### config.mk
export PLATFORM = sky130hd
export DESIGN_NAME = id_ex_alu_ctrl_stage_flat
export DESIGN_NICKNAME = d
export VERILOG_FILES = /design/src/rtl/id_ex_alu_ctrl_stage_pkg.sv /design/src/rtl/id_ex_alu_ctrl_stage_if.sv /design/src/rtl/id_ex_alu_ctrl_stage_decode.sv /design/src/rtl/id_ex_alu_ctrl_stage.sv /design/src/flat_wrapper.sv
export SDC_FILE = /design/constraint.sdc
export NUM_CORES = 1
export LEC_CHECK = 0
export BUFFER_PORTS_ARGS = -buffer_cell sky130_fd_sc_hd__buf_2
export CAP_MARGIN = 20
export CORE_MARGIN = 3
export CORE_UTILIZATION = 47
export CTS_BUF_LIST = sky130_fd_sc_hd__clkbuf_2 sky130_fd_sc_hd__clkbuf_4 sky130_fd_sc_hd__clkbuf_8
export CTS_CLUSTER_SIZE = 28
export DETAILED_ROUTE_END_ITERATION = 16
export PLACE_DENSITY = 0.77
export SETUP_SLACK_MARGIN = 0.05
export SLEW_MARGIN = 30
export SYNTH_ARGS = -nofsm -noshare
export SYNTH_HDL_FRONTEND = slang
export SYNTH_HIERARCHICAL = 1
export SYNTH_SLANG_ARGS = --single-unit
export TNS_END_PERCENT = 30
### constraint.sdc
create_clock -name clk -period 2.4 [get_ports clk]
set_clock_uncertainty 0.2 [all_clocks]
set_input_delay 0.24 -clock clk [delete_from_list [all_inputs] [get_ports clk]]
set_output_delay 0.24 -clock clk [all_outputs]
set_load 0.01 [all_outputs]
### src/rtl/id_ex_alu_ctrl_stage_pkg.sv
// Shared execute-stage constants: alu_ctrl encoding, major opcodes, funct7 forms.
// The ALU and compare unit import the same encodings from here.
package alu_pkg;

    localparam int XLEN_DEFAULT = 32;
    localparam int ALU_CTRL_W   = 4;

    localparam logic [ALU_CTRL_W-1:0] ALU_ADD  = 4'b0000;
    localparam logic [ALU_CTRL_W-1:0] ALU_SUB  = 4'b0001;
    localparam logic [ALU_CTRL_W-1:0] ALU_SLL  = 4'b0010;
    localparam logic [ALU_CTRL_W-1:0] ALU_SRL  = 4'b0011;
    localparam logic [ALU_CTRL_W-1:0] ALU_SRA  = 4'b0100;
    localparam logic [ALU_CTRL_W-1:0] ALU_XOR  = 4'b0101;
    localparam logic [ALU_CTRL_W-1:0] ALU_OR   = 4'b0110;
    localparam logic [ALU_CTRL_W-1:0] ALU_AND  = 4'b0111;
    localparam logic [ALU_CTRL_W-1:0] ALU_SLT  = 4'b1000;
    localparam logic [ALU_CTRL_W-1:0] ALU_SLTU = 4'b1001;

    localparam logic [6:0] OPC_OP     = 7'b0110011;
    localparam logic [6:0] OPC_OP_IMM = 7'b0010011;
    localparam logic [6:0] OPC_BRANCH = 7'b1100011;

    localparam logic [6:0] F7_BASE = 7'b0000000;
    localparam logic [6:0] F7_ALT  = 7'b0100000;

endpackage

### src/rtl/id_ex_alu_ctrl_stage_if.sv
// ID/EX slot bus: upstream instruction/operand handshake and downstream decoded entry.
interface id_ex_alu_ctrl_stage_if
    import alu_pkg::*;
#(
    parameter int XLEN   = XLEN_DEFAULT,
    parameter int CTRL_W = ALU_CTRL_W
);
    logic              flush;
    logic              in_valid;
    logic              in_ready;
    logic [31:0]       instr;
    logic [XLEN-1:0]   rs_1_data;
    logic [XLEN-1:0]   rs_2_data;
    logic              out_valid;
    logic              out_ready;
    logic [CTRL_W-1:0] alu_ctrl;
    logic [XLEN-1:0]   op_a;
    logic [XLEN-1:0]   op_b;
    logic              is_branch;
    logic [2:0]        br_funct3;
    logic              illegal;

    modport master (
        output flush, in_valid, instr, rs_1_data, rs_2_data, out_ready,
        input  in_ready, out_valid, alu_ctrl, op_a, op_b, is_branch, br_funct3, illegal
    );

    modport slave (
        input  flush, in_valid, instr, rs_1_data, rs_2_data, out_ready,
        output in_ready, out_valid, alu_ctrl, op_a, op_b, is_branch, br_funct3, illegal
    );
endinterface

### src/rtl/id_ex_alu_ctrl_stage_decode.sv
// Combinational decode of OP / OP-IMM / BRANCH into alu_ctrl and operand selection.
module alu_ctrl_decode
    import alu_pkg::*;
#(
    parameter int XLEN   = XLEN_DEFAULT,
    parameter int CTRL_W = ALU_CTRL_W
) (
    input  logic [31:0]       instr,
    input  logic [XLEN-1:0]   rs_1_data,
    input  logic [XLEN-1:0]   rs_2_data,
    output logic [CTRL_W-1:0] alu_ctrl,
    output logic [XLEN-1:0]   op_a,
    output logic [XLEN-1:0]   op_b,
    output logic              is_branch,
    output logic [2:0]        br_funct3,
    output logic              illegal
);
    logic [6:0]        opcode;
    logic [6:0]        funct7;
    logic [2:0]        funct3;
    logic [XLEN-1:0]   imm_i;
    logic [XLEN-1:0]   imm_sh;
    logic [CTRL_W-1:0] ctrl;
    logic              legal;
    logic              use_imm;
    logic              shift_imm;
    logic              branch;
    logic              unused_fields;

    assign opcode = instr[6:0];
    assign funct3 = instr[14:12];
    assign funct7 = instr[31:25];
    assign imm_i  = {{(XLEN-12){instr[31]}}, instr[31:20]};
    assign imm_sh = {{(XLEN-5){1'b0}}, instr[24:20]};
    // Register indices are resolved by the register file before this stage.
    assign unused_fields = ^{instr[19:15], instr[11:7]};

    always_comb begin
        ctrl      = '0;
        legal     = 1'b0;
        use_imm   = 1'b0;
        shift_imm = 1'b0;
        branch    = 1'b0;
        case (opcode)
            OPC_OP: begin
                legal = 1'b1;
                if (funct7 == F7_BASE) begin
                    case (funct3)
                        3'b000: ctrl = ALU_ADD;
                        3'b001: ctrl = ALU_SLL;
                        3'b010: ctrl = ALU_SLT;
                        3'b011: ctrl = ALU_SLTU;
                        3'b100: ctrl = ALU_XOR;
                        3'b101: ctrl = ALU_SRL;
                        3'b110: ctrl = ALU_OR;
                        default: ctrl = ALU_AND;
                    endcase
                end else if (funct7 == F7_ALT && funct3 == 3'b000) begin
                    ctrl = ALU_SUB;
                end else if (funct7 == F7_ALT && funct3 == 3'b101) begin
                    ctrl = ALU_SRA;
                end else begin
                    legal = 1'b0;
                end
            end
            OPC_OP_IMM: begin
                legal   = 1'b1;
                use_imm = 1'b1;
                case (funct3)
                    3'b000: ctrl = ALU_ADD;
                    3'b010: ctrl = ALU_SLT;
                    3'b011: ctrl = ALU_SLTU;
                    3'b100: ctrl = ALU_XOR;
                    3'b110: ctrl = ALU_OR;
                    3'b111: ctrl = ALU_AND;
                    3'b001: begin
                        shift_imm = 1'b1;
                        ctrl      = ALU_SLL;
                        legal     = (funct7 == F7_BASE);
                    end
                    default: begin
                        shift_imm = 1'b1;
                        if (funct7 == F7_BASE)     ctrl = ALU_SRL;
                        else if (funct7 == F7_ALT) ctrl = ALU_SRA;
                        else                       legal = 1'b0;
                    end
                endcase
            end
            OPC_BRANCH: begin
                legal  = 1'b1;
                branch = 1'b1;
                // Equality via SUB, signed/unsigned ordering via the compare unit.
                case (funct3)
                    3'b000, 3'b001: ctrl = ALU_SUB;
                    3'b100, 3'b101: ctrl = ALU_SLT;
                    3'b110, 3'b111: ctrl = ALU_SLTU;
                    default:        legal = 1'b0;
                endcase
            end
            default: legal = 1'b0;
        endcase
    end

    always_comb begin
        alu_ctrl  = '0;
        op_a      = '0;
        op_b      = '0;
        is_branch = 1'b0;
        br_funct3 = 3'b000;
        illegal   = !legal;
        if (legal) begin
            alu_ctrl  = ctrl;
            op_a      = rs_1_data;
            op_b      = shift_imm ? imm_sh : (use_imm ? imm_i : rs_2_data);
            is_branch = branch;
            br_funct3 = branch ? funct3 : 3'b000;
        end
    end

endmodule

### src/rtl/id_ex_alu_ctrl_stage.sv
// One-entry ID/EX register slot with valid/ready handshake and flush around alu_ctrl_decode.
module id_ex_alu_ctrl_stage
    import alu_pkg::*;
#(
    parameter int XLEN   = XLEN_DEFAULT,
    parameter int CTRL_W = ALU_CTRL_W
) (
    input  logic                   clk,
    input  logic                   rst,
    id_ex_alu_ctrl_stage_if.slave  bus
);
    logic [CTRL_W-1:0] dec_ctrl;
    logic [XLEN-1:0]   dec_a;
    logic [XLEN-1:0]   dec_b;
    logic              dec_branch;
    logic [2:0]        dec_f3;
    logic              dec_illegal;

    logic              valid_q;
    logic [CTRL_W-1:0] ctrl_q;
    logic [XLEN-1:0]   a_q;
    logic [XLEN-1:0]   b_q;
    logic              branch_q;
    logic [2:0]        f3_q;
    logic              illegal_q;
    logic              in_ready;
    logic              capture;

    alu_ctrl_decode #(
        .XLEN   (XLEN),
        .CTRL_W (CTRL_W)
    ) u_decode (
        .instr     (bus.instr),
        .rs_1_data (bus.rs_1_data),
        .rs_2_data (bus.rs_2_data),
        .alu_ctrl  (dec_ctrl),
        .op_a      (dec_a),
        .op_b      (dec_b),
        .is_branch (dec_branch),
        .br_funct3 (dec_f3),
        .illegal   (dec_illegal)
    );

    assign in_ready = !valid_q || bus.out_ready;
    assign capture  = bus.in_valid && in_ready && !bus.flush;

    always_ff @(posedge clk) begin
        if (rst) begin
            valid_q   <= 1'b0;
            ctrl_q    <= '0;
            a_q       <= '0;
            b_q       <= '0;
            branch_q  <= 1'b0;
            f3_q      <= 3'b000;
            illegal_q <= 1'b0;
        end else begin
            // Flush beats capture; a consumed entry with no replacement just drops valid.
            if (bus.flush)          valid_q <= 1'b0;
            else if (capture)       valid_q <= 1'b1;
            else if (bus.out_ready) valid_q <= 1'b0;

            if (capture) begin
                ctrl_q    <= dec_ctrl;
                a_q       <= dec_a;
                b_q       <= dec_b;
                branch_q  <= dec_branch;
                f3_q      <= dec_f3;
                illegal_q <= dec_illegal;
            end
        end
    end

    assign bus.in_ready  = in_ready;
    assign bus.out_valid = valid_q;
    assign bus.alu_ctrl  = ctrl_q;
    assign bus.op_a      = a_q;
    assign bus.op_b      = b_q;
    assign bus.is_branch = branch_q;
    assign bus.br_funct3 = f3_q;
    assign bus.illegal   = illegal_q;

endmodule

### src/flat_wrapper.sv
// flat-port wrapper written by rule: the top's interface ports become plain ports
module id_ex_alu_ctrl_stage_flat import alu_pkg::*;
#(
    parameter int XLEN   = XLEN_DEFAULT,
    parameter int CTRL_W = ALU_CTRL_W
)
  (clk, rst, bus_flush, bus_in_valid, bus_instr, bus_rs_1_data, bus_rs_2_data, bus_out_ready, bus_in_ready, bus_out_valid, bus_alu_ctrl, bus_op_a, bus_op_b, bus_is_branch, bus_br_funct3, bus_illegal);
  id_ex_alu_ctrl_stage_if #(.XLEN(XLEN), .CTRL_W(CTRL_W)) bus_i ();
  input  logic clk;
  input  logic rst;
  input wire logic [$bits(bus_i.flush)-1:0] bus_flush;
  input wire logic [$bits(bus_i.in_valid)-1:0] bus_in_valid;
  input wire logic [$bits(bus_i.instr)-1:0] bus_instr;
  input wire logic [$bits(bus_i.rs_1_data)-1:0] bus_rs_1_data;
  input wire logic [$bits(bus_i.rs_2_data)-1:0] bus_rs_2_data;
  input wire logic [$bits(bus_i.out_ready)-1:0] bus_out_ready;
  output wire logic [$bits(bus_i.in_ready)-1:0] bus_in_ready;
  output wire logic [$bits(bus_i.out_valid)-1:0] bus_out_valid;
  output wire logic [$bits(bus_i.alu_ctrl)-1:0] bus_alu_ctrl;
  output wire logic [$bits(bus_i.op_a)-1:0] bus_op_a;
  output wire logic [$bits(bus_i.op_b)-1:0] bus_op_b;
  output wire logic [$bits(bus_i.is_branch)-1:0] bus_is_branch;
  output wire logic [$bits(bus_i.br_funct3)-1:0] bus_br_funct3;
  output wire logic [$bits(bus_i.illegal)-1:0] bus_illegal;
  assign bus_i.flush = bus_flush;
  assign bus_i.in_valid = bus_in_valid;
  assign bus_i.instr = bus_instr;
  assign bus_i.rs_1_data = bus_rs_1_data;
  assign bus_i.rs_2_data = bus_rs_2_data;
  assign bus_i.out_ready = bus_out_ready;
  assign bus_in_ready = bus_i.in_ready;
  assign bus_out_valid = bus_i.out_valid;
  assign bus_alu_ctrl = bus_i.alu_ctrl;
  assign bus_op_a = bus_i.op_a;
  assign bus_op_b = bus_i.op_b;
  assign bus_is_branch = bus_i.is_branch;
  assign bus_br_funct3 = bus_i.br_funct3;
  assign bus_illegal = bus_i.illegal;
  id_ex_alu_ctrl_stage #(.XLEN(XLEN), .CTRL_W(CTRL_W)) u_core (.clk(clk), .rst(rst), .bus(bus_i));
endmodule
## Word-level counts from Yosys, hierarchy flattened

Cells that the tools add are included.

| cells by class | value |
|---|---|
| eq/ne operators | 11 |
| muxes and demuxes | 31 |
| reductions and logical operators | 17 |

Operator list:

| operator | count |
|---|---|
| $mux 32 | 4 |
| $pmux 4 s7 | 2 |
| $pmux 4 s3 | 2 |
| $mux 3 | 6 |
| $eq 7x6->1 const B | 2 |
| $mux 1 | 13 |
| $eq 3x3->1 const B | 4 |
| $reduce_or 6->1 | 2 |
| $mux 4 | 2 |
| $reduce_or 2->1 | 4 |
| $eq 7x5->1 const B | 1 |
| $eq 7x7->1 const B | 1 |
| $logic_not 7->1 | 1 |
| $eq 3x2->1 const B | 2 |
| $logic_and 1x1->1 | 4 |
| $eq 3x1->1 const B | 1 |
| $logic_not 1->1 | 3 |
| $logic_not 3->1 | 1 |
| $pmux 1 s3 | 1 |
| $pmux 1 s2 | 1 |
| $reduce_bool 2->1 | 1 |
| $logic_or 1x1->1 | 1 |

| storage, ports and cells | value |
|---|---|
| bits in registers | 74 |
| bits of input ports | 101 |
| output and inout bits | 75 |
| word-level logic and storage cells | 66 |

## Logic depth before layout (Yosys ltp)

Gate-level depths: netlist of the first run.

| depth | value |
|---|---|
| depth after elaboration | 7 |
| depth in mapped cells | 9 |
| depth with buffers taken out | 6 |

## Modules after synthesis

Netlist of the first run, hierarchy kept.

By module, submodules not included:

| module | instances | cells an instance | area each (um2) | sequential area each (um2) |
|---|---|---|---|---|
| id_ex_alu_ctrl_stage | 1 | 322 | 3,392.0 | 1,481.4 |
| alu_ctrl_decode | 1 | 171 | 1,172.4 | 0.0 |

## Worst setup path after synthesis of the first run

No wires, ideal clock.

| path | value |
|---|---|
| path kind | in2reg |
| from | in bus_instr[25] |
| to | reg u_core.b_q[10], in the netlist u_core/bus.op_b[10] |
| library setup time | 0.072 ns |
| data arrival time | 1.836 ns |
| data required time | 2.128 ns |
| slack | 0.292 ns |
| cell stages on the path | 8 |
| path buffers | 2 |
| cells stage by stage | or4_4 o41ai_2 a32oi_1 buf_4 buf_6 a22oi_2 nand2b_1 mux2i_1 |

| between the ends | value |
|---|---|
| longest elaborated chain between the ends | 7 |
| elaborated cells on any way between the ends | 12 |
| those cells by class | 1 x eq/ne; 8 x mux; 3 x reduce/logical |

RTL lines:

| what | RTL line | RTL |
|---|---|---|
| start: declaration | flat_wrapper.sv:13 | `input wire logic [$bits(bus_i.instr)-1:0] bus_instr;` |
| $eq 7x6->1 | id_ex_alu_ctrl_stage_decode.sv:58, id_ex_alu_ctrl_stage_decode.sv:60, id_ex_alu_ctrl_stage_decode.sv:84 |  |
| $logic_and 1x1->1 | id_ex_alu_ctrl_stage_decode.sv:60 | `end else if (funct7 == F7_ALT && funct3 == 3'b101) begin` |
| $mux 1 | id_ex_alu_ctrl_stage_decode.sv:60 |  |
| $mux 1 | id_ex_alu_ctrl_stage_decode.sv:58 | `end else if (funct7 == F7_ALT && funct3 == 3'b000) begin` |
| $mux 1 | id_ex_alu_ctrl_stage_decode.sv:47 | `if (funct7 == F7_BASE) begin` |
| $pmux 1 s3 * | id_ex_alu_ctrl_stage_decode.sv:44 | `case (opcode)` |
| $mux 32 * | id_ex_alu_ctrl_stage_decode.sv:111 | `if (legal) begin` |
| net u_core.dec_b[10] | id_ex_alu_ctrl_stage.sv:14 | `logic [XLEN-1:0] dec_b;` |
| end signal: assignment | id_ex_alu_ctrl_stage.sv:52 | `b_q <= '0;` |
| end signal: assignment | id_ex_alu_ctrl_stage.sv:65 | `b_q <= dec_b;` |
| end: declaration | id_ex_alu_ctrl_stage.sv:22 | `logic [XLEN-1:0] b_q;` |

Mark *: on every way through the listed nets, which the timed path passes. The rest lies on a longest branch.
A chain may end at the register's enable or synchronous reset.

## Final worst setup path of the first run

| path | value |
|---|---|
| from | in bus_instr[25] |
| to | reg u_core.a_q[5], in the netlist u_core/bus.op_a[5] |

| between the ends | value |
|---|---|
| longest elaborated chain between the ends | 7 |
| elaborated cells on any way between the ends | 12 |
| those cells by class | 1 x eq/ne; 8 x mux; 3 x reduce/logical |

RTL lines:

| what | RTL line | RTL |
|---|---|---|
| $eq 7x6->1 | id_ex_alu_ctrl_stage_decode.sv:58, id_ex_alu_ctrl_stage_decode.sv:60, id_ex_alu_ctrl_stage_decode.sv:84 |  |
| $logic_and 1x1->1 | id_ex_alu_ctrl_stage_decode.sv:60 |  |
| $mux 1 | id_ex_alu_ctrl_stage_decode.sv:60 |  |
| $mux 1 | id_ex_alu_ctrl_stage_decode.sv:58 |  |
| $mux 1 | id_ex_alu_ctrl_stage_decode.sv:47 |  |
| $pmux 1 s3 * | id_ex_alu_ctrl_stage_decode.sv:44 |  |
| $mux 32 * | id_ex_alu_ctrl_stage_decode.sv:111 |  |
| net u_core.dec_a[5] | id_ex_alu_ctrl_stage.sv:13 | `logic [XLEN-1:0] dec_a;` |
| end signal: assignment | id_ex_alu_ctrl_stage.sv:51 | `a_q <= '0;` |
| end signal: assignment | id_ex_alu_ctrl_stage.sv:64 | `a_q <= dec_a;` |
| end: declaration | id_ex_alu_ctrl_stage.sv:21 | `logic [XLEN-1:0] a_q;` |

Marked as above.

==> flow_summary.yaml, run 1 <==
sta:
  worst_slew_pin_slew_ns: 0.573
  fin_crit_ns: 2.09
  drv_slew: 0
  fin_ws_ns: 0.307
  relSlewSlack_pct: 61.8
  fmax_mhz: 478
  finalCritPeriodShare_pct: 87.2
  holdWs_ns: 0.0701
  hold_viol_final: 0
  setup_viol: 0
  rsz0062_at_grt: "false"
  setup_tns_ns: 0
detailed_routing:
  drtAntennaViolNets: 0
  top_layer: "met4"
  wire_per_inst_microns: 14.6
  wirelength_met1_mm: 4.89
  drc: 0
  wl_mm: 11.2
  routed-wl-met2_mm: 5.30
  avgViaCountPerCell: 5.08
  firstDrtPassIters: 5
  wl_met3_microns: 883
  drt_iter0_markers: 124
  vias: 3903
pwr:
  leakagePower_nw: 2.36
  cellPowerDensity_mw_per_mm2: 456
  vdd_drop_max_mv: 0.322
synthesis:
  yosys_most_used_dff: "dfxtp_1"
  postSynthAreaPerCell_sq_um: 9.26
  yosysSeqAreaShare_pct: 32.5
  postSynth.asyncResetShare_pct: 0
  synth_edf_count: 0
  synth_seq_cells: 74
  synth_nets: 594
  syn_area_sq_mm: 0.00456
  ys_types: 39
  ys.warnings.count: 6
  syn_inst: 493
layout:
  multiInputGateArea_sq_mm: 0.00276
  final_util_pct: 60.1
  seq_area_sq_mm: 0.00148
  nets: 736
  fillers: 829
  most-common-layout-cells: "165 x buf_2, 148 x nand2b_1, 78 x mux2i_1, 74 x dfxtp_1, 31 x nand2_1"
  final_common_cell: "buf_2"
  n_antenna_cell: 0
  syn2layout_area_growth_pct: 22.9
  stdcell_area_sq_mm: 0.00561
  final_layout_size_suffix_gt1_share_pct: 34.8
cts:
  postCtsHoldBufs: 2
  cts.clk_slew.worst_paths_ns: 0.09
  clk-insertion-delay-late_ns: 0.33
  numCtsBuffers: 9
  postCtsSetupBuffers: 0
  clkSinkCount: 74
  htree_num_levels: 3
  clk_path_buf_depth: 2
  cts_tree: "yes"
  clock-root-buffer: "clkbuf_8"
  ctsResizeCount: 0
floorplan:
  dieArea_sq_mm: 0.0109
  fp.dieH_microns: 105
  ios: 176
  row_count: 35
  start_util_pct: 48.9
  core_sq_mm: 0.00933
  die_w_microns: 105
place:
  portBuffers: 165
  dp_slack_ns: 0.0128
  place.gp.congestion: 0.821
  placed_area_sq_mm: 0.00538
  dp_hpwl_mm: 7.54
min_path:
  min_path_type: "in2reg"
  holdPathStages: 5
  whs_endpoint: "u_core/bus.op_b[18]"
  hp-start: "bus_rs_2_data[18]"
global_route:
  grt_overflow_total: 0
  grt_pass1_wl_mm: 17.9
  grt_pass1_vias: 3757
  grt_max_degree: 148
  track_usage_pct: 19.6
  antenna_found_initial: 0
critical_path:
  reg2reg_depth: 4
  path_max_fanout: 35
  reg2reg_to: "u_core/bus.op_a[7]"
  cp.arrival_ns: 2.16
  reg2reg_slack_ns: 0.67
  endpoint_kind: "flop"
  setup.worst_path.start_class: "input pin"
  path_class: "in2reg"
  r2r-start: "u_core/bus.out_valid"
  required_ns: 2.47
job:
  cap_violations: 0
run_status:
  status: "complete, no violations"
[cell usage after synthesis, types with 4 or more instances]
library cell  count  area, sq um
buf_12            8          160
a21oi_1           8         40.0
a21boi_0         22          165
nand3_1           9         45.0
clkbuf_1         31          116
nand2_1          31          116
a21boi_1         10         75.1
dfxtp_1          74         1480
nor3_1            4         20.0
a22oi_2          24          300
inv_1             5         18.8
mux2i_1          78          781
nor2_1            6         22.5
nand2b_1        148          926
[sequential cells by signal (all words and copies together) (netlist names)]
name,count
u_core/bus.alu_ctrl,4
u_core/bus.br_funct3,3
u_core/bus.illegal,1
u_core/bus.is_branch,1
u_core/bus.op_a,32
u_core/bus.op_b,32
u_core/bus.out_valid,1
[how the worst max path moves through the flow]
stage,startpoint,end,cells past startpoint
finish,bus_instr[25],u_core/bus.op_a[5],8
global route,bus_instr[25],u_core/bus.op_a[6],8
CTS,bus_instr[25],u_core/bus.op_a[6],8
detailed placement,bus_instr[25],u_core/bus.op_b[26],8
global placement,bus_instr[25],u_core/bus.op_b[31],8
floorplan,bus_instr[25],u_core/bus.op_b[10],8
[logic make-up (layout without fill, tap and decap cells)]
group | count (synthesis) | count (layout) | synth area share, %
multiplexers | 78 | 78 | 17.1
buffers and inverters | 51 | 198 | 7.76
AO/OA/AOI/OAI | 77 | 77 | 15.0
AND/OR/NAND/NOR | 211 | 211 | 27.3
XOR/XNOR | 2 | 2 | 0.384
flip-flops | 74 | 74 | 32.5
[cell type report]
class	count	area share, %
multi-input combinational	368	49.3
timing repair buffer	177	17.3
clock buffer	11	2.70
sequential	74	26.4
inverter	5	0.335
clock inverter	5	1.07
tap	129	2.88
[worst max-delay path, stage by stage]
cell and delay, ns:
buf_2 0.11, or4_4 0.57, o41ai_2 0.43, a32oi_4 0.12
buf_12 0.22, a21boi_0 0.24, nand2b_1 0.08, mux2i_1 0.12
[report_power, final]
| part | switching [mW] | internal [mW] |
|---|---|---|
| registers | 0.00182 | 1.23 |
| logic | 0.133 | 0.153 |
| clock network | 0.495 | 0.544 |
[per-stage QoR]
stage	std cells	power (mW)
after floorplan	493	1.46
after global placement	751	1.54
after detailed placement	751	1.54
after CTS	769	2.60
after global routing	769	2.66
final	769	2.56
[routing by layer]
metal	GRT usage, %	up-vias
met3	5.44	12
met1	24.6	1799
met5	0	-
met4	5.70	0
met2	32.8	144
li1	-	1948
Note: power is estimated with default switching activity, not from simulation.
==> inputs of run 2 (changes only) <==
--- a/config.mk
+++ b/config.mk
@@ -5,6 +5,7 @@
 export SDC_FILE = /design/constraint.sdc
 export NUM_CORES = 1
 export LEC_CHECK = 0
+export ABC_AREA = 1
 export BUFFER_PORTS_ARGS = -buffer_cell sky130_fd_sc_hd__buf_2
 export CAP_MARGIN = 20
 export CORE_MARGIN = 3
==> run 2 against run 1 <==
Compared with the run above: global-route usage down 0.25 points; combinational power rose by 83%; register-to-register slack improved by 0.13 ns; sequential power increased by 9%; critical path type unchanged; critical endpoint is now u_core/bus.op_b[6].
==> flow_summary.yaml, run 2 <==
synthesis:
  synth_edf_count: 0
  synth_seq_cells: 74
  synth_top_area_cell: "dfxtp_1"
  synth_nets: 867
  ys.warnings.count: 6
  yosysSeqAreaShare_pct: 32.1
  synthTopCellsByCount: "162 x nand2_1, 152 x nor2_1, 139 x inv_1"
  postSynthAreaPerCell_sq_um: 6.02
  syn_inst: 766
  netlist_top_cells_area: "dfxtp_1 32%, nand2_1 13%, nor2_1 12%, inv_1 11%, a21oi_1 8.5%"
  yosysMostFrequentCell: "nand2_1"
  postSynth.asyncResetShare_pct: 0
  ys_types: 21
  synth_top_area_share_pct: 32.1
  yosys_most_used_dff: "dfxtp_1"
  syn_area_sq_mm: 0.00461
sta:
  relSlewSlack_pct: 45.1
  worst_slew_pin_slew_ns: 0.821
  fin_ws_ns: 0.354
  hold_viol_final: 0
  setup_viol: 0
  fmax_mhz: 489
  fin_crit_ns: 2.05
  finalCritPeriodShare_pct: 85.2
  drv_slew: 0
  rsz0062_at_grt: "false"
detailed_routing:
  avgViaCountPerCell: 4.56
  firstDrtPassIters: 4
  drt_iter0_markers: 261
  wl_mm: 10.8
  drc: 0
  drtAntennaViolNets: 0
  wire_per_inst_microns: 10.4
  vias: 4730
run_status:
  status: "complete, no violations"
pwr:
  swShare_pct: 26.9
  cellPowerDensity_mw_per_mm2: 525
  leakagePower_nw: 3.05
  power.switching_mw: 0.780
  finalPower_mw: 2.90
  combPwrFrac_pct: 18.0
  p_seq_share_pct: 46.2
  clockPowerShare_pct: 35.8
  internal_power_mw: 2.12
  vdd_drop_max_mv: 0.291
floorplan:
  die_w_microns: 105
  dieArea_sq_mm: 0.0110
  fp.dieH_microns: 105
  ios: 176
  start_util_pct: 49.2
  row_count: 35
  core_sq_mm: 0.00937
critical_path:
  required_ns: 2.42
  reg2reg_depth: 5
  r2r-start: "u_core/bus.out_valid"
  endpoint_kind: "flop"
  path_max_fanout: 34
  reg2reg_slack_ns: 0.80
  critical_path.top_delay_family: "simple AND/OR/NAND/NOR gates"
  crit_start: "bus_instr[13]"
  crit_chain: "buf_2 -> inv_2 -> nand2_1 -> nor2_1 -> o21ai_1 -> a21oi_1 -> nor2_4 -> buf_12 -> nor2_1 -> inv_1 -> nand3_1 -> nand2_1 -> nor2_1"
  cp.arrival_ns: 2.07
  setup.worst_path.start_class: "input pin"
  cp_slowest_cell: "nor2_4"
  crit_path_frequent_cell: "nor2_1"
  reg2reg_to: "u_core/bus.br_funct3[2]"
  cpPeakStageDelay_ns: 0.66
  path_buf_inv: 4
  path_class: "in2reg"
global_route:
  grt_overflow_total: 0
  grt_max_degree: 147
  track_usage_pct: 19.3
  antenna_found_initial: 0
  grt_pass1_vias: 4065
  grt_pass1_wl_mm: 18.1
cts:
  clock-root-buffer: "clkbuf_8"
  cts.clk_slew.worst_paths_ns: 0.08
  numCtsBuffers: 9
  clkSinkCount: 74
  clk-insertion-delay-late_ns: 0.33
  cts_tree: "yes"
  clk_path_buf_depth: 2
  ctsResizeCount: 0
  htree_num_levels: 3
place:
  place.gp.congestion: 0.792
  dp_slack_ns: -0.0132
  dp_hpwl_mm: 7.27
  portBuffers: 165
  placed_area_sq_mm: 0.00529
job:
  cap_violations: 0
layout:
  most-common-layout-cells: "165 x buf_2, 162 x nand2_1, 151 x nor2_1, 139 x inv_1, 78 x a21oi_1"
  n_antenna_cell: 0
  nets: 1006
  syn2layout_area_growth_pct: 19.8
  stdcell_area_sq_mm: 0.00553
  final_common_cell: "buf_2"
  final_layout_size_suffix_gt1_share_pct: 22.8
min_path:
  min_path_type: "in2reg"
  hp-start: "bus_rs_1_data[25]"
  whs_endpoint: "u_core/bus.op_a[25]"
  holdPathStages: 7
==> run 2: worst reg2reg max path, cell delays in order, from the launching register on <==
cell and delay (ns):
dfxtp_1 0.34, nand2_4 0.38, buf_4 0.33, nand3_1 0.11, nand2_1 0.10, nor2_1 0.04
==> run 2: worst max-delay path by stage <==
stage	to	slack (ns)	cells past startpoint
global placement	u_core/bus.op_b[10]	-0.001	13
detailed placement	u_core/bus.op_a[2]	-0.01	13
floorplan	u_core/bus.op_b[14]	0.73	15
CTS	u_core/bus.op_a[2]	0.34	13
finish	u_core/bus.op_b[6]	0.35	13
global route	u_core/bus.op_b[10]	0.10	14
==> run 2: logic make-up after synthesis <==
family          count (synthesis)  synth area share [%]
simple gates                  398                  34.9
compound gates                 94                  10.3
flops                          74                  32.1
buf+inv                       200                  22.7
==> run 2: layer usage <==
layer | wire, microns | vias to the layer above | global-route usage, %
li1 | - | 2570 | -
met3 | 643 | 8 | 3.77
met1 | 5110 | 2027 | 23.7
met4 | 115 | 0 | 6.00
met5 | 0 | - | 0
met2 | 4960 | 125 | 34.0
==> run 2: cell type report <==
class | count | area [sq um]
multi-input cells | 492 | 2100
inverters | 146 | 548
repair buffers | 182 | 1020
flip-flops and latches | 74 | 1480
fillers | 991 | 3850
clock buffers | 10 | 131
well taps | 129 | 161
clock inverters | 5 | 80.1
==> run 2: timing repair <==
action                                 4_1_cts  5_1_grt
setup buffers                                0        0
hold buffers                                 2        0
endpoints found under the hold margin        1        0
==> run 2: per-stage QoR <==
step | cells | hold WS (ns) | setup TNS (ns) | utilization, %
after detailed placement | 1021 | 0.234 | -0.0597 | 56.5
after floorplan | 766 | 0.117 | 0 | -
after global placement | 1021 | 0.235 | -0.00136 | 56.5
after CTS | 1038 | 0.0770 | 0 | 59.0
after global routing | 1038 | 0.117 | 0 | 59.0
final | 1038 | 0.0957 | 0 | 59.0
==> run 2: power by group through the flow <==
| stage | registers (mW) | clock network [mW] | logic, mW |
|---|---|---|---|
| 4_1_cts | 1.34 | 1.07 | 0.526 |
| 6_report | 1.34 | 1.04 | 0.522 |
| 2_1_floorplan | 1.40 | 0 | 0.318 |
| 3_3_place_gp | 1.36 | 0 | 0.520 |
| 3_5_place_dp | 1.37 | 0 | 0.523 |
| 5_1_grt | 1.35 | 1.12 | 0.595 |
==> inputs of run 3 (changes only) <==
--- a/config.mk
+++ b/config.mk
@@ -6,14 +6,14 @@
 export NUM_CORES = 1
 export LEC_CHECK = 0
 export ABC_AREA = 1
-export BUFFER_PORTS_ARGS = -buffer_cell sky130_fd_sc_hd__buf_2
 export CAP_MARGIN = 20
+export CORE_ASPECT_RATIO = 1.5
 export CORE_MARGIN = 3
 export CORE_UTILIZATION = 47
 export CTS_BUF_LIST = sky130_fd_sc_hd__clkbuf_2 sky130_fd_sc_hd__clkbuf_4 sky130_fd_sc_hd__clkbuf_8
 export CTS_CLUSTER_SIZE = 28
 export DETAILED_ROUTE_END_ITERATION = 16
-export PLACE_DENSITY = 0.77
+export DONT_BUFFER_PORTS = 1
 export SETUP_SLACK_MARGIN = 0.05
 export SLEW_MARGIN = 30
 export SYNTH_ARGS = -nofsm -noshare
==> run 3 against run 2 <==
Compared with the run above: power fell by 4.3%; global-route usage rose by 0.70 points; first-iteration DRC count fell by 36%; die area rose by 0.22%; via count fell by 10%.
==> flow_summary.yaml, run 3 (synthesis results as in run 2) <==
layout:
  n_antenna_cell: 0
  final_common_cell: "nand2_1"
  final_util_pct: 52.2
  final_layout_size_suffix_gt1_share_pct: 4.56
  most-common-layout-cells: "162 x nand2_1, 151 x nor2_1, 139 x inv_1, 78 x a21oi_1, 77 x nand3_1"
  syn2layout_area_growth_pct: 6.62
  stdcell_area_sq_mm: 0.00492
  nets: 863
  fillers: 970
cts:
  clk_path_buf_depth: 2
  ctsResizeCount: 0
  cts_tree: "yes"
  htree_num_levels: 3
  clk-insertion-delay-late_ns: 0.34
  clkSinkCount: 74
  clock-root-buffer: "clkbuf_8"
  numCtsBuffers: 9
  cts.clk_slew.worst_paths_ns: 0.07
pwr:
  vdd_drop_max_mv: 0.362
  cellPowerDensity_mw_per_mm2: 564
  leakagePower_nw: 2.41
detailed_routing:
  wl_mm: 10.8
  drtAntennaViolNets: 0
  avgViaCountPerCell: 4.85
  firstDrtPassIters: 4
  vias: 4259
  wire_per_inst_microns: 12.3
  drt_iter0_markers: 167
  drc: 0
critical_path:
  reg2reg_to: "u_core/bus.op_b[19]"
  reg2reg_slack_ns: 0.66
  required_ns: 2.44
  path_max_fanout: 75
  endpoint_kind: "flop"
  cp.arrival_ns: 1.78
  setup.worst_path.start_class: "flop"
  r2r-start: "u_core/bus.out_valid"
  path_class: "reg2reg"
  reg2reg_depth: 5
global_route:
  grt_pass1_wl_mm: 18.2
  track_usage_pct: 20.0
  grt_overflow_total: 0
  antenna_found_initial: 0
  grt_max_degree: 147
  grt_pass1_vias: 3913
place:
  place.gp.congestion: 0.758
  portBuffers: 0
  dp_hpwl_mm: 6.75
  placed_area_sq_mm: 0.00439
min_path:
  whs_endpoint: "u_core/bus.op_a[11]"
  min_path_type: "in2reg"
  holdPathStages: 6
  hp-start: "bus_rs_1_data[11]"
sta:
  finalCritPeriodShare_pct: 72.6
  holdWs_ns: 0.0148
  hold_viol_final: 0
  fmax_mhz: 574
  setup_viol: 0
  setup_tns_ns: 0
  drv_slew: 0
  relSlewSlack_pct: 57.6
  fin_crit_ns: 1.74
  rsz0062_at_grt: "false"
  worst_slew_pin_slew_ns: 0.636
floorplan:
  start_util_pct: 49.0
  row_count: 43
  die_w_microns: 86.9
  fp.dieH_microns: 127
  core_sq_mm: 0.00942
  ios: 176
  dieArea_sq_mm: 0.0111
run_status:
  status: "complete, no violations"
job:
  cap_violations: 0
==> run 3: cell types whose count changed in the layout (fill, tap and decap cells not counted), sizes merged <==
cell	delta
buf	-173
dlygate4sd3	+30
clkbuf	+4
clkinvlp	-2
bufinv	-1
==> run 3: worst max-delay path by stage <==
stage | from | endpoint | cells past startpoint
2_1_floorplan | bus_instr[29] | u_core/bus.op_b[14] | 15
3_3_place_gp | bus_instr[13] | u_core/bus.op_b[10] | 12
3_5_place_dp | bus_instr[13] | u_core/bus.op_b[19] | 12
4_1_cts | u_core/bus.out_valid | u_core/bus.op_b[19] | 5
5_1_grt | bus_instr[13] | u_core/bus.op_b[31] | 12
6_report | u_core/bus.out_valid | u_core/bus.op_b[19] | 5
==> run 3: report_power, final <==
group | internal [mW] | switching [mW]
sequential | 1.30 | 0.0895
combinational | 0.157 | 0.210
clock | 0.571 | 0.444
==> run 3: metrics by stage <==
step / std cells / power (mW) / worst slack [ns]
final: 879 / 2.77 / 0.659
after global placement: 831 / 1.74 / 0.382
after global routing: 879 / 2.94 / 0.434
after CTS: 879 / 2.81 / 0.651
after detailed placement: 831 / 1.75 / 0.335
after floorplan: 766 / 1.72 / 0.733
==> run 3: cell type report <==
cell class | count | area (sq um) | share of cell area, %
Timing Repair Buffer | 39 | 435 | 8.86
Sequential cell | 74 | 1480 | 30.1
Multi-Input combinational cell | 492 | 2100 | 42.8
Clock inverter | 2 | 35.0 | 0.713
Inverter | 146 | 548 | 11.1
Clock buffer | 14 | 174 | 3.54
Tap cell | 112 | 140 | 2.85
==> run 3: what timing repair did <==
action                                 4_1_cts  5_1_grt
setup buffers                                0        0
endpoints found under the hold margin       31        0
hold buffers                                32        0
==> run 3: critical path, stage by stage (launching register included) <==
cell	delay (ns)
dfxtp_1	0.37
nand2_4	0.42
buf_12	0.35
nand3_1	0.12
nand2_1	0.10
nor2_1	0.05
==> run 3: layer usage <==
layer,global-route usage [%],routed length [microns],vias up
met1,24.3,4550,1831
met4,6.15,119,0
met2,32.8,5170,137
met3,7.23,959,10
met5,0,0,-
li1,-,-,2281
